===== config.mk =====
export PLATFORM = sky130hd
export DESIGN_NAME = imm_decode_stage
export DESIGN_NICKNAME = d
export VERILOG_FILES = /design/src/rtl/imm_pkg.sv /design/src/rtl/imm_src_decode.sv /design/src/rtl/imm_decode_stage.sv
export SDC_FILE = /design/constraint.sdc
export NUM_CORES = 1
export LEC_CHECK = 0
export BUFFER_PORTS_ARGS = -buffer_cell sky130_fd_sc_hd__buf_2
export CORE_ASPECT_RATIO = 1.5
export CORE_UTILIZATION = 45
export DETAILED_ROUTE_END_ITERATION = 10
export PLACE_DENSITY = 0.67
export SLEW_MARGIN = 5
export SYNTH_ARGS = -nofsm -noshare
export SYNTH_HDL_FRONTEND = slang
export SYNTH_SLANG_ARGS = --single-unit

===== constraint.sdc =====
create_clock -name clk -period 2.3 [get_ports clk]
set_input_delay 0.115 -clock clk [delete_from_list [all_inputs] [get_ports clk]]
set_output_delay 0.115 -clock clk [all_outputs]
set_load 0.1 [all_outputs]

===== src/rtl/imm_pkg.sv =====
// Purpose : shared types and opcode constants for the decode-stage immediate path.
// Latency : n/a (declarations only).
// Backpressure: n/a.
// Contents: imm_src_t (ImmSrc encoding), entry_t (one buffered decode result),
//           ENTRY_RESET (value a buffer entry takes under reset), RV32 major opcodes.
package imm_pkg;

   typedef enum logic [2:0] {
      IMM_I    = 3'b000,
      IMM_S    = 3'b001,
      IMM_B    = 3'b010,
      IMM_J    = 3'b011,
      IMM_U    = 3'b100,
      IMM_CSRI = 3'b101,
      IMM_NONE = 3'b110,
      IMM_ILL  = 3'b111
   } imm_src_t;

   localparam logic [6:0] OP_IMM = 7'b0010011;
   localparam logic [6:0] LOAD   = 7'b0000011;
   localparam logic [6:0] JALR   = 7'b1100111;
   localparam logic [6:0] STORE  = 7'b0100011;
   localparam logic [6:0] BRANCH = 7'b1100011;
   localparam logic [6:0] JAL    = 7'b1101111;
   localparam logic [6:0] LUI    = 7'b0110111;
   localparam logic [6:0] AUIPC  = 7'b0010111;
   localparam logic [6:0] SYSTEM = 7'b1110011;
   localparam logic [6:0] OP     = 7'b0110011;

   // One fully decoded instruction as held in the main or skid entry.
   typedef struct packed {
      logic [31:0] instr;
      logic [31:0] pc;
      imm_src_t    imm_src;
      logic [31:0] imm;
      logic        illegal;
   } entry_t;

   localparam entry_t ENTRY_RESET = '{
      instr   : 32'h0,
      pc      : 32'h0,
      imm_src : IMM_NONE,
      imm     : 32'h0,
      illegal : 1'b0
   };

endpackage


===== src/rtl/imm_src_decode.sv =====
// Purpose : map opcode (and funct3 MSB for SYSTEM) to the ImmSrc selector and illegal flag.
// Latency : combinational, zero cycles.
// Backpressure: none; pure function of its inputs.
// Ports   : opcode_i  - instr[6:0]
//           f3_msb_i  - instr[14], separates CSR-immediate forms from CSR-register forms
//           imm_src_o - selected immediate format
//           illegal_o - opcode not recognised
module imm_src_decode
   import imm_pkg::*;
(
   input  logic [6:0] opcode_i,
   input  logic       f3_msb_i,
   output imm_src_t   imm_src_o,
   output logic       illegal_o
);

   always_comb begin
      imm_src_o = IMM_ILL;
      case (opcode_i)
         OP_IMM, LOAD, JALR: imm_src_o = IMM_I;
         STORE:              imm_src_o = IMM_S;
         BRANCH:             imm_src_o = IMM_B;
         JAL:                imm_src_o = IMM_J;
         LUI, AUIPC:         imm_src_o = IMM_U;
         // csrr*i carry a 5-bit zimm in rs1; csrr* / ecall / ebreak use the I field.
         SYSTEM:             imm_src_o = f3_msb_i ? IMM_CSRI : IMM_I;
         OP:                 imm_src_o = IMM_NONE;
         default:            imm_src_o = IMM_ILL;
      endcase
   end

   assign illegal_o = (imm_src_o == IMM_ILL);

endmodule


===== src/rtl/imm_decode_stage.sv =====
// Purpose : decode-side immediate stage; decodes ImmSrc, expands the immediate, buffers result.
// Latency : 1 cycle from accepted input to out_valid.
// Backpressure: 2-entry skid (main + skid); in_ready is !skid_valid, straight from a flop.
// Ports   : clk, rst_n (async active-low), flush (sync kill of both entries)
//           in_valid/in_ready/in_instr/in_pc      - fetch side
//           out_valid/out_ready/out_instr/out_pc  - execute side, driven by the main entry
//           out_imm_src/out_imm/out_illegal       - decode results travelling with the entry
module imm_decode_stage
   import imm_pkg::*;
#(
   parameter int XLEN = 32
)(
   input  logic            clk,
   input  logic            rst_n,
   input  logic            flush,
   input  logic            in_valid,
   output logic            in_ready,
   input  logic [XLEN-1:0] in_instr,
   input  logic [XLEN-1:0] in_pc,
   output logic            out_valid,
   input  logic            out_ready,
   output logic [XLEN-1:0] out_instr,
   output logic [XLEN-1:0] out_pc,
   output imm_src_t        out_imm_src,
   output logic [XLEN-1:0] out_imm,
   output logic            out_illegal
);

   imm_src_t    dec_src;
   logic        dec_illegal;
   logic [31:0] dec_imm;
   entry_t      in_entry;

   entry_t main_q, main_d;
   entry_t skid_q, skid_d;
   logic   main_vld_q, main_vld_d;
   logic   skid_vld_q, skid_vld_d;

   logic accept;
   logic pop;

   imm_src_decode u_src_decode (
      .opcode_i  (in_instr[6:0]),
      .f3_msb_i  (in_instr[14]),
      .imm_src_o (dec_src),
      .illegal_o (dec_illegal)
   );

   // Immediate expansion; none/illegal yield zero so out_imm is always defined.
   always_comb begin
      dec_imm = 32'h0;
      case (dec_src)
         IMM_I:    dec_imm = {{20{in_instr[31]}}, in_instr[31:20]};
         IMM_S:    dec_imm = {{20{in_instr[31]}}, in_instr[31:25], in_instr[11:7]};
         IMM_B:    dec_imm = {{20{in_instr[31]}}, in_instr[7], in_instr[30:25],
                              in_instr[11:8], 1'b0};
         IMM_J:    dec_imm = {{12{in_instr[31]}}, in_instr[19:12], in_instr[20],
                              in_instr[30:21], 1'b0};
         IMM_U:    dec_imm = {in_instr[31:12], 12'h000};
         IMM_CSRI: dec_imm = {27'h0, in_instr[19:15]};
         default:  dec_imm = 32'h0;
      endcase
   end

   always_comb begin
      in_entry         = ENTRY_RESET;
      in_entry.instr   = in_instr;
      in_entry.pc      = in_pc;
      in_entry.imm_src = dec_src;
      in_entry.imm     = dec_imm;
      in_entry.illegal = dec_illegal;
   end

   assign in_ready  = !skid_vld_q;
   assign accept    = in_valid && in_ready;
   assign pop       = main_vld_q && out_ready;

   // Skid control. The skid only fills while main is stalled, so skid valid
   // implies main valid; when skid is valid in_ready is low, hence no accept
   // can coincide with the skid-to-main move.
   always_comb begin
      main_d     = main_q;
      main_vld_d = main_vld_q;
      skid_d     = skid_q;
      skid_vld_d = skid_vld_q;
      if (flush) begin
         main_vld_d = 1'b0;
         skid_vld_d = 1'b0;
      end else if (!main_vld_q || pop) begin
         if (skid_vld_q) begin
            main_d     = skid_q;
            main_vld_d = 1'b1;
            skid_vld_d = 1'b0;
         end else begin
            main_vld_d = accept;
            if (accept) begin
               main_d = in_entry;
            end
         end
      end else if (accept) begin
         skid_d     = in_entry;
         skid_vld_d = 1'b1;
      end
   end

   always_ff @(posedge clk or negedge rst_n) begin
      if (!rst_n) begin
         main_q     <= ENTRY_RESET;
         skid_q     <= ENTRY_RESET;
         main_vld_q <= 1'b0;
         skid_vld_q <= 1'b0;
      end else begin
         main_q     <= main_d;
         skid_q     <= skid_d;
         main_vld_q <= main_vld_d;
         skid_vld_q <= skid_vld_d;
      end
   end

   assign out_valid   = main_vld_q;
   assign out_instr   = main_q.instr;
   assign out_pc      = main_q.pc;
   assign out_imm_src = main_q.imm_src;
   assign out_imm     = main_q.imm;
   assign out_illegal = main_q.illegal;

endmodule

; After elaboration in Yosys (flattened, before gate mapping)
; Index checks and enable logic that the tools add are counted.
[totals]
inputBits = 69
output_inout_bits = 102
reg_bits = 202
elab_cells = 54
[op_classes]
bitwise = 2
n_eq_ne = 16
n_mux = 11
n_reduce_logical = 13
[op_table]
columns = cell, count
row1 = $mux W100, 2
row2 = $pmux W32 S6, 1
row3 = $eq A7 B7 Y1 const B, 4
row4 = $eq A7 B6 Y1 const B, 3
row5 = $pmux W3 S7, 1
row6 = $eq A7 B5 Y1 const B, 2
row7 = $eq A3 B3 Y1 const B, 3
row8 = $eq A7 B2 Y1 const B, 1
row9 = $eq A3 B2 Y1 const B, 2
row10 = $mux W1, 6
row11 = $reduce_and A3 Y1, 2
row12 = $reduce_bool A2 Y1, 2
row13 = $eq A3 B1 Y1 const B, 1
row14 = $logic_not A3 Y1, 1
row15 = $mux W3, 1
row16 = $reduce_bool A3 Y1, 1
row17 = $reduce_or A3 Y1, 1
row18 = $logic_and A1 B1 Y1, 2
row19 = $logic_not A1 Y1, 2
row20 = $not A1 Y1, 2
row21 = $reduce_or A2 Y1, 1
row22 = $logic_or A1 B1 Y1, 1

; Longest topological paths before layout
[depth]
depth_word = 7
ltp_mapped = 8
depth_no_buf = 5

; Modules after synthesis
; A second synthesis with hierarchy kept.
[hier_totals]
hier_cells = 838
area_unflattened_um2 = 9013.6
[modules_own_cells]
columns = mod, seq_area_each_um2, cells_each, instances, area_each_um2
row1 = imm_decode_stage, 5059.9, 811, 1, 8844.7
row2 = imm_src_decode, 0.0, 27, 1, 168.9

; Least setup slack after synthesis
; OpenSTA, ideal clock, no wires.
[synth_timing]
path_kind = reg-to-reg
startpoint = register skid_vld_q
endpoint = register main_q (netlist bit out_imm[22])
path_buffers = 3
stages_incl_launch_ff = 7
setup_time_ps = 89
path_slack_ps = -72
t_arrival_ps = 2284
synth_period_minus_slack_ps = 2372
required_time_ps = 2211
path_cell_list = dfrtp_1 buf_2 inv_1 clkbuf_1 clkbuf_1 o21ai_0 a22oi_1
[synth_via]
elab_chain_len = 4
word_cells_on_any_way = 5
classes_between = 1 x mux / 4 x reduce/logical
[synth_lines]
columns = element, line
row1 = start: declaration, imm_decode_stage.sv:37  ; logic skid_vld_q, skid_vld_d;
row2 = start signal: assignment, imm_decode_stage.sv:116  ; skid_vld_q <= skid_vld_d;
row3 = $logic_not A1 Y1, imm_decode_stage.sv:74  ; assign in_ready = !skid_vld_q;
row4 = via in_ready, imm_decode_stage.sv:17  ; output logic in_ready,
row5 = $logic_and A1 B1 Y1, imm_decode_stage.sv:75  ; assign accept = in_valid && in_ready;
row6 = $reduce_bool A2 Y1 (no source line), --
row7 = $reduce_and A3 Y1 (no source line), --
row8 = end signal: assignment, imm_decode_stage.sv:113  ; main_q <= main_d;
row9 = end: declaration, imm_decode_stage.sv:34  ; entry_t main_q, main_d;
; The timed path passes the listed nets, and every way through them passes these cells.
; A chain may end at the register's enable or synchronous reset.

; Worst setup path in the final report
[layout_timing]
startpoint = register skid_vld_q
endpoint = register main_q (netlist bit out_imm[11])
[layout_via]
elab_chain_len = 4
word_cells_on_any_way = 5
classes_between = 1 x mux / 4 x reduce/logical
[layout_lines]
columns = element, line
row1 = $logic_not A1 Y1, imm_decode_stage.sv:74
row2 = $logic_and A1 B1 Y1, imm_decode_stage.sv:75
row3 = $reduce_bool A2 Y1 (no source line), --
row4 = $reduce_and A3 Y1 (no source line), --
; Parallel ways exist; a longest one is shown, timed or not.

==> out/summary.txt <==
Final worst setup slack: 0.3370 ns
Crit path DAT: 2.38 ns
Nets: 1216
Drc violations: 0
Max frequency: 509.4 MHz
Slew HR: 0.4731
Routed length per instance: 16.41 um
Cell variety after synth: 51
Syn avg cell area: 9.505 um^2
Non-filler instance count after layout: 1416
Die ar.: 20370 um^2
Finish-stage setup viols: 0
Yosys Warn Count: 0
Initial antenna violation count: 0
Top cell type's share of synthesized area: 0.5563
Global route total overflow: 0
Critical Path End Type: register
Synth Register Bits: 202
Clock buffer depth: 3
Post-Place Worst Slack: 0.2124 ns
Worst hold endpoint: skid_vld_q
Worst r2r dst: out_imm[11]
Hold Crit Class: in -> reg
ANT nets after route: 0
Sum Neg Setup Slack: 0 ns
Fin Clk Skew: 0.02056 ns
Worst vdd ir: 0.6133 mV
Fin crit share: 0.8535
Drt initial violations: 490
Via-to-Cell Ratio: 5.213
Clk root buf: clkbuf_16
Crit path kind: reg -> reg
Reg2reg start: skid_vld_q
Design Power: 11.29 mW
Clock-pin slew on the worst setup and hold paths: 0.06 ns
H-tree Lvls: 1
Sink Count: 202
Cells after Synth: 937
Total CTS buffers: 20
CTS tree: yes
Synth area leaders: dfrtp_1, nand2_1, mux2i_1
Port bufs: 170
FF+latch area: 5064 um^2
Number of enable flip-flop cells after synthesis: 0
Worst setup SP type: register
Mapped Area: 8906 um^2
Sequential share of the synthesized area: 0.5681
Power per cell area: 994.3 nW/um^2
Routed WL: 23240 um
Post-Place Cells: 1316
DP Wirelength: 14900 um
Gr usage total: 0.2373
Drt pass-1 iters: 5
Syn Nets: 1006
Hold Startpoint: in_valid
Area growth, synth to finish: 27.49%
Core box area: 19240 um^2
Required time worst endpoint: 2.72 ns
Hold depth: 3
Least-Margin Pin Slew: 0.7904 ns
R2R depth: 5
Share of cells above drive strength 1: 0.2155
Filler cell count: 1743
Final worst path period need: 1.963 ns
Fin. max-slew vios: 0
Top FF cell, synth: dfrtp_1
Largest net degree at the start of global routing: 84
Clock latency on the worst-skew pair: 0.51 ns
Worst Path Max Fanout: 37
Die X: 116.9 um
# rows: 62
Status: finished clean
Diode count: 0
Async SR Flop Fraction: 1.000
RSZ-0062 raised after global routing: no
Max Cap Viol: 0
Largest area contributor in the netlist: dfrtp_1
# IOs: 171
Reg-to-reg slack, setup: 0.34 ns
Starting Density: 0.4629
Leakage: 5.374 nW
Vias in the first global route: 7397
Core Util, Final: 0.5902
Area of the multi-input gates: 3552 um^2
Vias: 7381
First-pass GRT wire length: 37950 um
Die height: 174.3 um
Final GP Congestion: 0.8170
Final Hold Fails: 0
==> cells in the final DEF, fill, tap and decap left out, types with 13 or more instances in the layout <==
| master | instances |
|---|---|
| a21oi_1 | 24 |
| a31oi_1 | 25 |
| nand2_1 | 308 |
| nor2_1 | 33 |
| mux2i_1 | 63 |
| dfrtp_1 | 197 |
| buf_2 | 168 |
| clkbuf_16 | 20 |
| a22oi_1 | 13 |
| buf_4 | 13 |
| dlygate4sd3_1 | 65 |
| o21ai_0 | 121 |
==> per-stage QoR <==
stage	hold slack, ns	cell area (um^2)
5_1_grt	0.05225	11350
4_1_cts	0.002020	11350
2_1_floorplan	-0.1806	8907
6_report	0.02415	11350
3_5_place_dp	0.1516	10030
3_3_place_gp	0.1492	10030
==> report_power, final <==
group | switching, mW | leakage, nW | internal [mW]
Sequential | 0.338 | 2.52 | 4.21
Clock | 1.36 | 0.336 | 1.96
Combinational | 2.76 | 2.52 | 0.665
Total | 4.46 | 5.37 | 6.83
==> cell families (layout without fill, tap and decap cells) <==
group	after synthesis	count (layout)	synth area share
simple gates	397	397	0.1884
flops	202	202	0.5681
compound gates	198	198	0.1298
buf+inv	72	295	0.03681
mux	67	67	0.07586
xor+xnor	1	1	0.0009836
==> area by class of cell <==
type,count,share of cell area
Tap cell,256,0.02821
Timing Repair Buffer,253,0.1517
Clock buffer,26,0.04959
Multi-Input combinational cell,663,0.3128
Inverter,7,0.002314
Clock inverter,9,0.009366
Sequential cell,202,0.4460
==> registers in the layout, summed over array words and instances (netlist names) <==
signal and count:
out_pc 32, out_valid 1, out_instr 32, skid_q 100
out_imm_src 3, out_illegal 1, out_imm 32, skid_vld_q 1
==> layer usage <==
layer,GRT usage,up-vias,part of all wire
met1,0.2930,3588,0.40
met2,0.4199,178,0.53
met3,0.03243,42,0.045
met4,0.07859,0,0.026
li1,-,3573,-
met5,0,-,0
==> synthesized netlist by cell type (2+ instances only) <==
cell type,instances
mux2i_1,63
a21oi_2,2
buf_2,10
and3_1,8
o21ai_0,121
nand2b_1,2
nor4_1,2
clkbuf_1,46
and2_1,2
a22oi_1,13
inv_1,6
nand2_1,308
or3_1,13
nand3_1,7
o211ai_1,2
buf_1,2
a211oi_4,2
buf_6,3
buf_4,3
nor2b_1,4
dfrtp_1,198
a31oi_1,25
mux2_2,4
dfstp_2,4
nor2_1,33
nand4_1,4
nor3_1,3
a21oi_1,24
==> worst max-delay path: stages (launching register included) <==
cell	delay, ns
dfrtp_4	0.59
nor2_1	0.31
or3_4	0.33
buf_4	0.39
nand2_1	0.10
a22oi_1	0.16
==> worst max-delay path by stage <==
stage,startpoint,to,cells after the start
final,skid_vld_q,out_imm[11],5
after global routing,in_instr[14],out_imm[26],7
after CTS,skid_vld_q,out_imm[11],5
after detailed placement,in_instr[4],out_imm[27],6
after global placement,in_instr[4],out_imm[23],6
after floorplan,out_valid,out_imm[12],7
==> timing repair <==
item	CTS	global route
hold buffers	65	0
setup buffers	0	0
hold endpoints to repair	226	0
resized for setup	0	0
No activity file was read; power rests on OpenSTA's default activity.
